$ cat config.mk
export PLATFORM = sky130hd
export DESIGN_NAME = pdm_sample_sequencer
export DESIGN_NICKNAME = d
export VERILOG_FILES = /design/src/rtl/pdm_seq_pkg.sv /design/src/rtl/pdm_seq_fifo.sv /design/src/rtl/pdm_sample_sequencer.sv
export SDC_FILE = /design/constraint.sdc
export NUM_CORES = 1
export LEC_CHECK = 0
export ABC_CLOCK_PERIOD_IN_PS = 6410
export BUFFER_PORTS_ARGS = -buffer_cell sky130_fd_sc_hd__buf_2
export CAP_MARGIN = 10
export CORE_ASPECT_RATIO = 1.25
export CORE_MARGIN = 4
export CORE_UTILIZATION = 42
export CTS_CLUSTER_DIAMETER = 200
export DETAILED_ROUTE_END_ITERATION = 16
export RECOVER_POWER = 100
export SYNTH_ARGS = -nofsm -noshare
export SYNTH_HDL_FRONTEND = slang
export SYNTH_SLANG_ARGS = --single-unit
export TNS_END_PERCENT = 30
$ cat constraint.sdc
create_clock -name clk -period 6.41 [get_ports clk]
set_input_delay 0.3205 -clock clk [delete_from_list [all_inputs] [get_ports clk]]
set_output_delay 0.3205 -clock clk [all_outputs]
set_load 0.005 [all_outputs]
$ cat src/rtl/pdm_seq_pkg.sv
// Shared types and constants for the PDM sample sequencer.
package pdm_seq_pkg;

    typedef enum logic [1:0] {
        IDLE      = 2'd0,
        RAMP_UP   = 2'd1,
        RUN       = 2'd2,
        RAMP_DOWN = 2'd3
    } seq_state_e;

    localparam int unsigned UNDERRUN_CNT_W = 16;

    function automatic int unsigned gain_unity(input int unsigned ramp_log2);
        return 32'd1 << ramp_log2;
    endfunction

endpackage

$ cat src/rtl/pdm_seq_fifo.sv
// Small synchronous FIFO with first-word-fall-through head and single-cycle flush.
module pdm_seq_fifo #(
    parameter int unsigned W    = 16,
    parameter int unsigned LOG2 = 2
) (
    input  logic         clk,
    input  logic         rst_n,
    input  logic         i_push,
    input  logic [W-1:0] i_data,
    input  logic         i_pop,
    input  logic         i_flush,
    output logic [W-1:0] o_head,
    output logic         o_full,
    output logic         o_empty
);
    localparam int unsigned DEPTH = 2 ** LOG2;

    logic [W-1:0] r_mem [DEPTH];
    logic [LOG2:0] r_wr;
    logic [LOG2:0] r_rd;
    logic          w_do_push;
    logic          w_do_pop;

    // Extra pointer MSB distinguishes full from empty when indices match.
    assign o_empty   = (r_wr == r_rd);
    assign o_full    = (r_wr[LOG2] != r_rd[LOG2]) && (r_wr[LOG2-1:0] == r_rd[LOG2-1:0]);
    assign o_head    = r_mem[r_rd[LOG2-1:0]];
    assign w_do_push = i_push && !o_full && !i_flush;
    assign w_do_pop  = i_pop && !o_empty && !i_flush;

    always_ff @(posedge clk or negedge rst_n) begin
        if (!rst_n) begin
            r_wr <= '0;
            r_rd <= '0;
        end else if (i_flush) begin
            r_wr <= '0;
            r_rd <= '0;
        end else begin
            if (w_do_push) r_wr <= r_wr + 1'b1;
            if (w_do_pop)  r_rd <= r_rd + 1'b1;
        end
    end

    always_ff @(posedge clk) begin
        if (w_do_push) r_mem[r_wr[LOG2-1:0]] <= i_data;
    end

endmodule

$ cat src/rtl/pdm_sample_sequencer.sv
// Paces buffered PCM samples into a delta-sigma modulator with soft-start/stop gain ramp.
// Optional PDM_SEQ_UNDERRUN_CNT_EN adds a saturating underrun_cnt output.
module pdm_sample_sequencer
    import pdm_seq_pkg::*;
#(
    parameter int unsigned W         = 16,
    parameter int unsigned OSR_LOG2  = 6,
    parameter int unsigned RAMP_LOG2 = 4,
    parameter int unsigned FIFO_LOG2 = 2
) (
    input  logic         clk,
    input  logic         rst_n,
    input  logic         enable,
    input  logic         s_valid,
    output logic         s_ready,
    input  logic [W-1:0] s_data,
    output logic [W-1:0] mod_din,
    output logic         mod_tick,
    output logic         running,
    output logic         underrun
`ifdef PDM_SEQ_UNDERRUN_CNT_EN
    ,
    output logic [UNDERRUN_CNT_W-1:0] underrun_cnt
`endif
);
    localparam int unsigned GW = RAMP_LOG2 + 1;
    localparam int unsigned PW = W + RAMP_LOG2 + 1;
    localparam logic [GW-1:0] GAIN_UNITY = GW'(gain_unity(RAMP_LOG2));
    localparam logic [GW-1:0] GAIN_ONE   = GW'(1);
    localparam logic [OSR_LOG2-1:0] CNT_LAST = '1;

    seq_state_e            r_state;
    logic [OSR_LOG2-1:0]   r_cnt;
    logic [GW-1:0]         r_gain;
    logic signed [W-1:0]   r_held;
    logic                  w_tick;
    logic                  w_flush;
    logic                  w_push;
    logic                  w_pop;
    logic                  w_full;
    logic                  w_empty;
    logic                  w_underrun;
    logic [W-1:0]          w_head;
    logic signed [PW-1:0]  w_prod;

    pdm_seq_fifo #(.W(W), .LOG2(FIFO_LOG2)) u_fifo (
        .clk     (clk),
        .rst_n   (rst_n),
        .i_push  (w_push),
        .i_data  (s_data),
        .i_pop   (w_pop),
        .i_flush (w_flush),
        .o_head  (w_head),
        .o_full  (w_full),
        .o_empty (w_empty)
    );

    assign w_tick     = (r_state != IDLE) && (r_cnt == CNT_LAST);
    assign w_flush    = w_tick && (r_state == RAMP_DOWN) && !enable && (r_gain <= GAIN_ONE);
    assign w_push     = s_valid && s_ready;
    assign w_pop      = w_tick && !w_empty && !w_flush;
    assign w_underrun = w_tick && w_empty && ((r_state == RAMP_UP) || (r_state == RUN));

    assign s_ready  = !w_full && !w_flush;
    assign mod_tick = w_tick;
    assign running  = (r_state != IDLE);
    assign underrun = w_underrun;

    // Gain is zero-extended so the product stays signed; gain <= unity keeps it in PW bits.
    assign w_prod = $signed({{(RAMP_LOG2 + 1){r_held[W-1]}}, r_held}) * $signed({{W{1'b0}}, r_gain});

    always_ff @(posedge clk or negedge rst_n) begin
        if (!rst_n) begin
            r_state <= IDLE;
            r_cnt   <= '0;
            r_gain  <= '0;
            r_held  <= '0;
            mod_din <= '0;
        end else begin
            mod_din <= W'(w_prod >>> RAMP_LOG2);
            r_cnt   <= (r_state == IDLE) ? '0 : r_cnt + 1'b1;

            if (w_flush)    r_held <= '0;
            else if (w_pop) r_held <= $signed(w_head);

            case (r_state)
                IDLE: begin
                    if (enable) r_state <= RAMP_UP;
                end
                RAMP_UP: begin
                    if (!enable) begin
                        r_state <= RAMP_DOWN;
                    end else if (w_tick) begin
                        // Saturate at unity even when re-entered from RAMP_DOWN at full gain.
                        if (r_gain >= GAIN_UNITY - 1'b1) begin
                            r_gain  <= GAIN_UNITY;
                            r_state <= RUN;
                        end else begin
                            r_gain <= r_gain + 1'b1;
                        end
                    end
                end
                RUN: begin
                    if (!enable) r_state <= RAMP_DOWN;
                end
                RAMP_DOWN: begin
                    if (enable) begin
                        r_state <= RAMP_UP;
                    end else if (w_tick) begin
                        if (r_gain <= GAIN_ONE) begin
                            r_gain  <= '0;
                            r_state <= IDLE;
                        end else begin
                            r_gain <= r_gain - 1'b1;
                        end
                    end
                end
                default: r_state <= IDLE;
            endcase
        end
    end

`ifdef PDM_SEQ_UNDERRUN_CNT_EN
    logic [UNDERRUN_CNT_W-1:0] r_urun_cnt;

    always_ff @(posedge clk or negedge rst_n) begin
        if (!rst_n)                              r_urun_cnt <= '0;
        else if (w_underrun && (r_urun_cnt != '1)) r_urun_cnt <= r_urun_cnt + 1'b1;
    end

    assign underrun_cnt = r_urun_cnt;
`endif

endmodule
# Word-level counts from Yosys, hierarchy flattened
# Memories as Yosys holds them, arrays and structs flattened.
# Index checks and enable logic that the tools add are counted.
# op_classes
n_addsub,5
n_mul,1
n_lt_le_gt_ge,2
n_eq_ne,17
muxes,25
reduce_logical,28
# ops
cell,n
16-bit two-way mux,2
5-bit two-way mux,6
16-bit by 6-bit multiplier with 20-bit output,1
2-bit two-way mux,8
1-bit logical AND,15
3-bit two-way mux,4
"2-bit inequality test, second input constant",6
5-bit case mux with 2 select lines,1
2-bit nonzero test,5
2-bit case mux with 4 select lines,1
"3-bit by 1-bit adder with 3-bit output, second input constant",2
"6-bit by 1-bit adder with 6-bit output, second input constant",1
"6-bit equality test, second input constant",1
6-bit two-way mux,1
"3-bit by 2-bit inequality test with 1-bit output, second input constant",2
"3-bit inequality test, second input constant",2
6-bit AND reduction,1
"5-bit by 1-bit adder with 5-bit output, second input constant",1
"5-bit by 4-bit greater-or-equal comparator with 1-bit output, second input constant",1
"5-bit by 1-bit <= comparator with 1-bit output, second input constant",1
5-bit AND reduction,1
"5-bit by 1-bit subtractor with 5-bit output, second input constant",1
"2-bit equality test, second input constant",2
1-bit logical NOT,4
7 further kinds,8
# word_totals
in_bits,20
n_memories,1
elab_cells,86
mem_bits_rw,64
reg_bits,51
output_inout_bits,20
# mem_list
memory,depth,width,read_ports,rd_clocked_by_memory_dff,write_ports,line_no,text
u_fifo.r_mem,4,16,1,0,1,pdm_seq_fifo.sv:18,logic [W-1:0] r_mem [DEPTH];

# Longest topological paths before layout
# logic_depth
word_depth,12
depth_mapped,17
depth_no_buf,14

# Modules after synthesis
# A second synthesis with hierarchy kept.
# unflattened
cells_unflattened,676
area_unflattened_um2,7599.8
# modules_own_cells
module,instances,area_each_um2,seq_area_each_um2,cells_each
pdm_sample_sequencer,1,4658.2,1126.1,525
pdm_seq_fifo,1,2941.6,2072.0,151

# Worst setup path before layout
# Ideal clock, no wire load.
# synth_path
path_type,register -> register
start,reg r_gain[1]
end,reg mod_din[13]
arrival_ns,3.890
stages_incl_launch_ff,16
required_ns,6.287
synth_period_minus_slack_ns,4.014
setup_ns,0.123
path_buffers,2
slack_ns,2.396
path_cell_list,dfrtp_1 -> clkbuf_1 -> clkbuf_1 -> and2_1 -> fa_1 -> inv_1 -> fa_1 -> fa_1 -> inv_1 -> ha_1 -> nor2b_1 -> o311ai_1 -> a21oi_1 -> o31a_1 -> o21ai_0 -> a21oi_1
# synth_via
elab_chain_cells,1
# synth_rtl
element,line_no,text
"start, declared",pdm_sample_sequencer.sv:34,logic [GW-1:0] r_gain;
"start signal, assigned",pdm_sample_sequencer.sv:99,r_gain <= r_gain + 1'b1;
"start signal, assigned",pdm_sample_sequencer.sv:114,r_gain <= r_gain - 1'b1;
16-bit by 6-bit multiplier with 20-bit output,pdm_sample_sequencer.sv:70,"assign w_prod = $signed({{(RAMP_LOG2 + 1){r_held[W-1]}}, r_held}) * $signed({{W{1'b0}}, r_gain});"
named net w_prod[17],pdm_sample_sequencer.sv:44,logic signed [PW-1:0] w_prod;
"end signal, assigned",pdm_sample_sequencer.sv:80,mod_din <= W'(w_prod >>> RAMP_LOG2);
"end, declared",pdm_sample_sequencer.sv:17,"output logic [W-1:0] mod_din,"
# The timed path passes the listed nets, and every way through them passes these cells.
# A chain may end at the register's enable or synchronous reset.

# Worst setup path in the final report
# Ends and elaborated chain as after synthesis.

==> impl_metrics.csv <==
group,metric,value,unit
timing,holdWs,0.164,ns
cells_and_area,antenna_cells,0,
setup_path,cp.required,6.71,ns
setup_path,worstPathArrival,4.79,ns
cells_and_area,areaGrowthSynthToFinish,12.2,%
clock_network,post-cts-setup-buffer-count,0,
setup_path,critPathCaptureType,"flop",
logic_synthesis,syn_inst,648,
clock_network,cts_made_buffers,17,
clock_network,cts_root_buffer,"clkbuf_16",
detailed_routing,drt-total-wl,13500,um
placement,place_hpwl,9870,um
detailed_routing,drcViolationCount,0,
clock_network,cts_resized,0,
job,cap_violations,1,
power,p_per_area,274,mW/mm^2
timing,final.period_utilization,70.0,%
timing,fmax,0.223,GHz
floorplanning,io-pin-count,40,
detailed_routing,ant_nets,0,
floorplanning,start_util,43.2,%
clock_network,cts_tree,"built",
global_routing,grt_pass1_vias,4853,
timing,rsz0062_at_grt,"false",
clock_network,clk_latency,0.41,ns
placement,gp_congestion,0.891,
logic_synthesis,synthFlopType,"edfxtp_1",
global_routing,grt_pass1_wl,23200,um
floorplanning,row_count,53,
timing,setup-violations-final,0,
global_routing,grt_overflow,0,
clock_network,cts_hold_buf,0,
power,p_leak,3.55,nW
power,p_int,1.64,mW
power,switchingPower,619,uW
cells_and_area,finalNetCount,797,
clock_network,clock-sinks,115,
detailed_routing,num_vias,4618,
clock_network,clk_pin_slew,0.06,ns
clock_network,htree_num_levels,4,
setup_path,crit_type,"reg2reg",
placement,place.port_buffers,39,
logic_synthesis,synth_seq_cells,115,
timing,hold_viol_final,0,
logic_synthesis,syn_avg_cell_area,11.3,um^2
timing,finalSetupTns,0,ns
logic_synthesis,ys_types,54,
power,clkPwrFrac,41.3,%
logic_synthesis,yosysWarnings,0,
setup_path,cp_max_fo,23,
floorplanning,die-area,0.0197,mm^2
logic_synthesis,syn_area,0.00734,mm^2
floorplanning,die_w,126,um
worst_hold_path,hold_class,"in2reg",
power,ir_worst_vdd,0.218,mV
power,pwr-share-seq,43.1,%
timing,fin_skew,0.00689,ns
placement,preCtsSetupSlack,2.14,ns
detailed_routing,wl_per_cell,14.7,um
timing,timing.slew.headroom,-84.2,%
logic_synthesis,synth_edf_count,64,
cells_and_area,drive_gt1_share,9.33,%
floorplanning,dieHeight,156,um
status,status,"finished with violations",
status,violations,"capacitance limit, slew limit",
timing,worst_pin_slew,2.76,ns
setup_path,critPathLaunchType,"flop",
logic_synthesis,synthArstFlopShare,44.3,%
logic_synthesis,synth_nets,761,
timing,setup_slack,1.92,ns
floorplanning,core_region_area,0.0170,mm^2
detailed_routing,dr.pass1.iters,6,
global_routing,grt_max_degree,52,
timing,final_max_slew_viol_count,52,
power,comb_power_share,15.7,%
power,p_sw_share,27.4,%
detailed_routing,drtIter0Drc,158,
detailed_routing,avgViaCountPerCell,5.04,
timing,period_minus_slack,4.49,ns
placement,placed_cell_area,0.00772,mm^2
global_routing,track_usage,14.7,%
global_routing,antenna_found_initial,0,
clock_network,clock_tree.buffer_depth,2,
cells_and_area,stdcell_area,0.00824,mm^2
logic_synthesis,ys_seq_area_share,43.6,%
## path summary, 6_finish.rpt
check / start / end / slack (ns) / depth (start not counted)
max in group asynchronous: rst_n / r_gain[0] / 3.96 / 2
worst min register to register: r_cnt[0] / r_cnt[0] / 0.46 / 1
worst min-delay path: s_data[5] / u_fifo.r_mem[3][5] / 0.16 / 1
worst max-delay path: r_gain[1] / mod_din[13] / 1.92 / 13
min in group asynchronous: rst_n / mod_din[0] / 0.89 / 2
worst max register to register: r_gain[1] / mod_din[13] / 1.92 / 13
## metal layers
metal	global-route usage, %	wire length (um)	part of all wire, %
met1	17.9	6010	44
met3	3.32	495	3.7
met4	6.08	279	2.1
met5	0	0	0
met2	25.2	6730	50
## stage by stage
stage	utilization, %	power (mW)	cells
floorplan	-	1.24	648
global placement	45.5	1.33	885
detailed placement	45.5	1.36	885
CTS	48.9	2.29	917
global route	48.5	2.37	917
finish	48.5	2.26	917
## cell type report
cell class	count	area, um^2
repair buffers	42	178
multi-input cells	418	3660
clock buffers	18	429
well taps	220	275
fillers	1598	8740
clock inverters	14	155
inverters	90	338
flip-flops and latches	115	3200
## sequential cells by signal, indices dropped and copies added, names as in the netlist
signal / count
r_gain: 5
u_fifo.r_rd: 3
r_state: 2
u_fifo.r_mem: 64
r_cnt: 6
mod_din: 16
r_held: 16
u_fifo.r_wr: 3
## power by group through the flow
stage          Clock [mW]  Combinational [mW]  Sequential (mW)
6_report            0.931               0.353            0.972
5_1_grt             0.981               0.403            0.983
4_1_cts             0.948               0.374            0.972
3_5_place_dp            0               0.373            0.985
3_3_place_gp            0               0.357            0.976
2_1_floorplan           0               0.274            0.964
## worst max-delay path, stage by stage (launching register included)
cell	delay, ns
dfrtp_1	0.78
and2_0	0.25
fa_1	0.43
inv_1	0.08
fa_1	0.43
fa_1	0.54
inv_1	0.04
ha_1	0.34
nor2b_1	0.17
o311ai_0	0.45
a21oi_1	0.26
o31a_1	0.35
o21ai_0	0.16
a21oi_1	0.08
## placed cells by master, fill, tap and decap left out, types with 2 or more instances in the layout
cell	instances
a211oi_1	2
a21o_1	3
a21oi_1	39
a22o_1	2
a31oi_1	2
and2_0	6
and2_1	69
and3_1	3
buf_2	13
bufinv_16	2
clkbuf_1	29
clkbuf_16	17
clkinv_4	4
clkinvlp_4	5
dfrtp_1	51
edfxtp_1	64
fa_1	46
ha_1	47
inv_1	90
inv_6	2
mux4_2	16
nand2_1	57
nand2b_1	3
nand3_1	11
nand4_1	5
nor2_1	28
nor2b_1	4
nor3_1	4
o211ai_1	3
o21a_1	4
o21ai_0	10
o22ai_1	2
o311ai_0	2
or3_1	3
xnor2_1	17
xor2_1	11
## synthesized netlist by cell type (2+ instances only)
cell type	count	area (um^2)
a211oi_1	2	15.0
a21o_1	3	22.5
a21oi_1	39	195
a22o_1	2	17.5
a31oi_1	2	12.5
and2_1	75	469
and3_1	3	18.8
buf_2	9	45.0
clkbuf_1	14	52.6
dfrtp_1	51	1280
edfxtp_1	64	1920
fa_1	46	921
ha_1	47	588
inv_1	89	334
mux4_2	16	360
nand2_1	57	214
nand2b_1	3	18.8
nand3_1	11	55.1
nand4_1	5	31.3
nor2_1	28	105
nor2b_1	4	25.0
nor3_1	3	15.0
o211ai_1	3	22.5
o21a_1	4	30.0
o21ai_0	10	50.1
o22ai_1	2	12.5
or3_1	3	18.8
xnor2_1	17	149
xor2_1	11	96.3
## cells by family after synthesis
| group | synth area share (%) |
|---|---|
| simple gates | 14.3 |
| buf+inv | 6.15 |
| flops | 43.6 |
| fa+ha+maj | 20.6 |
| compound gates | 6.72 |
| xor+xnor | 3.34 |
| mux | 5.40 |
Power figures use the tool's default switching activity.
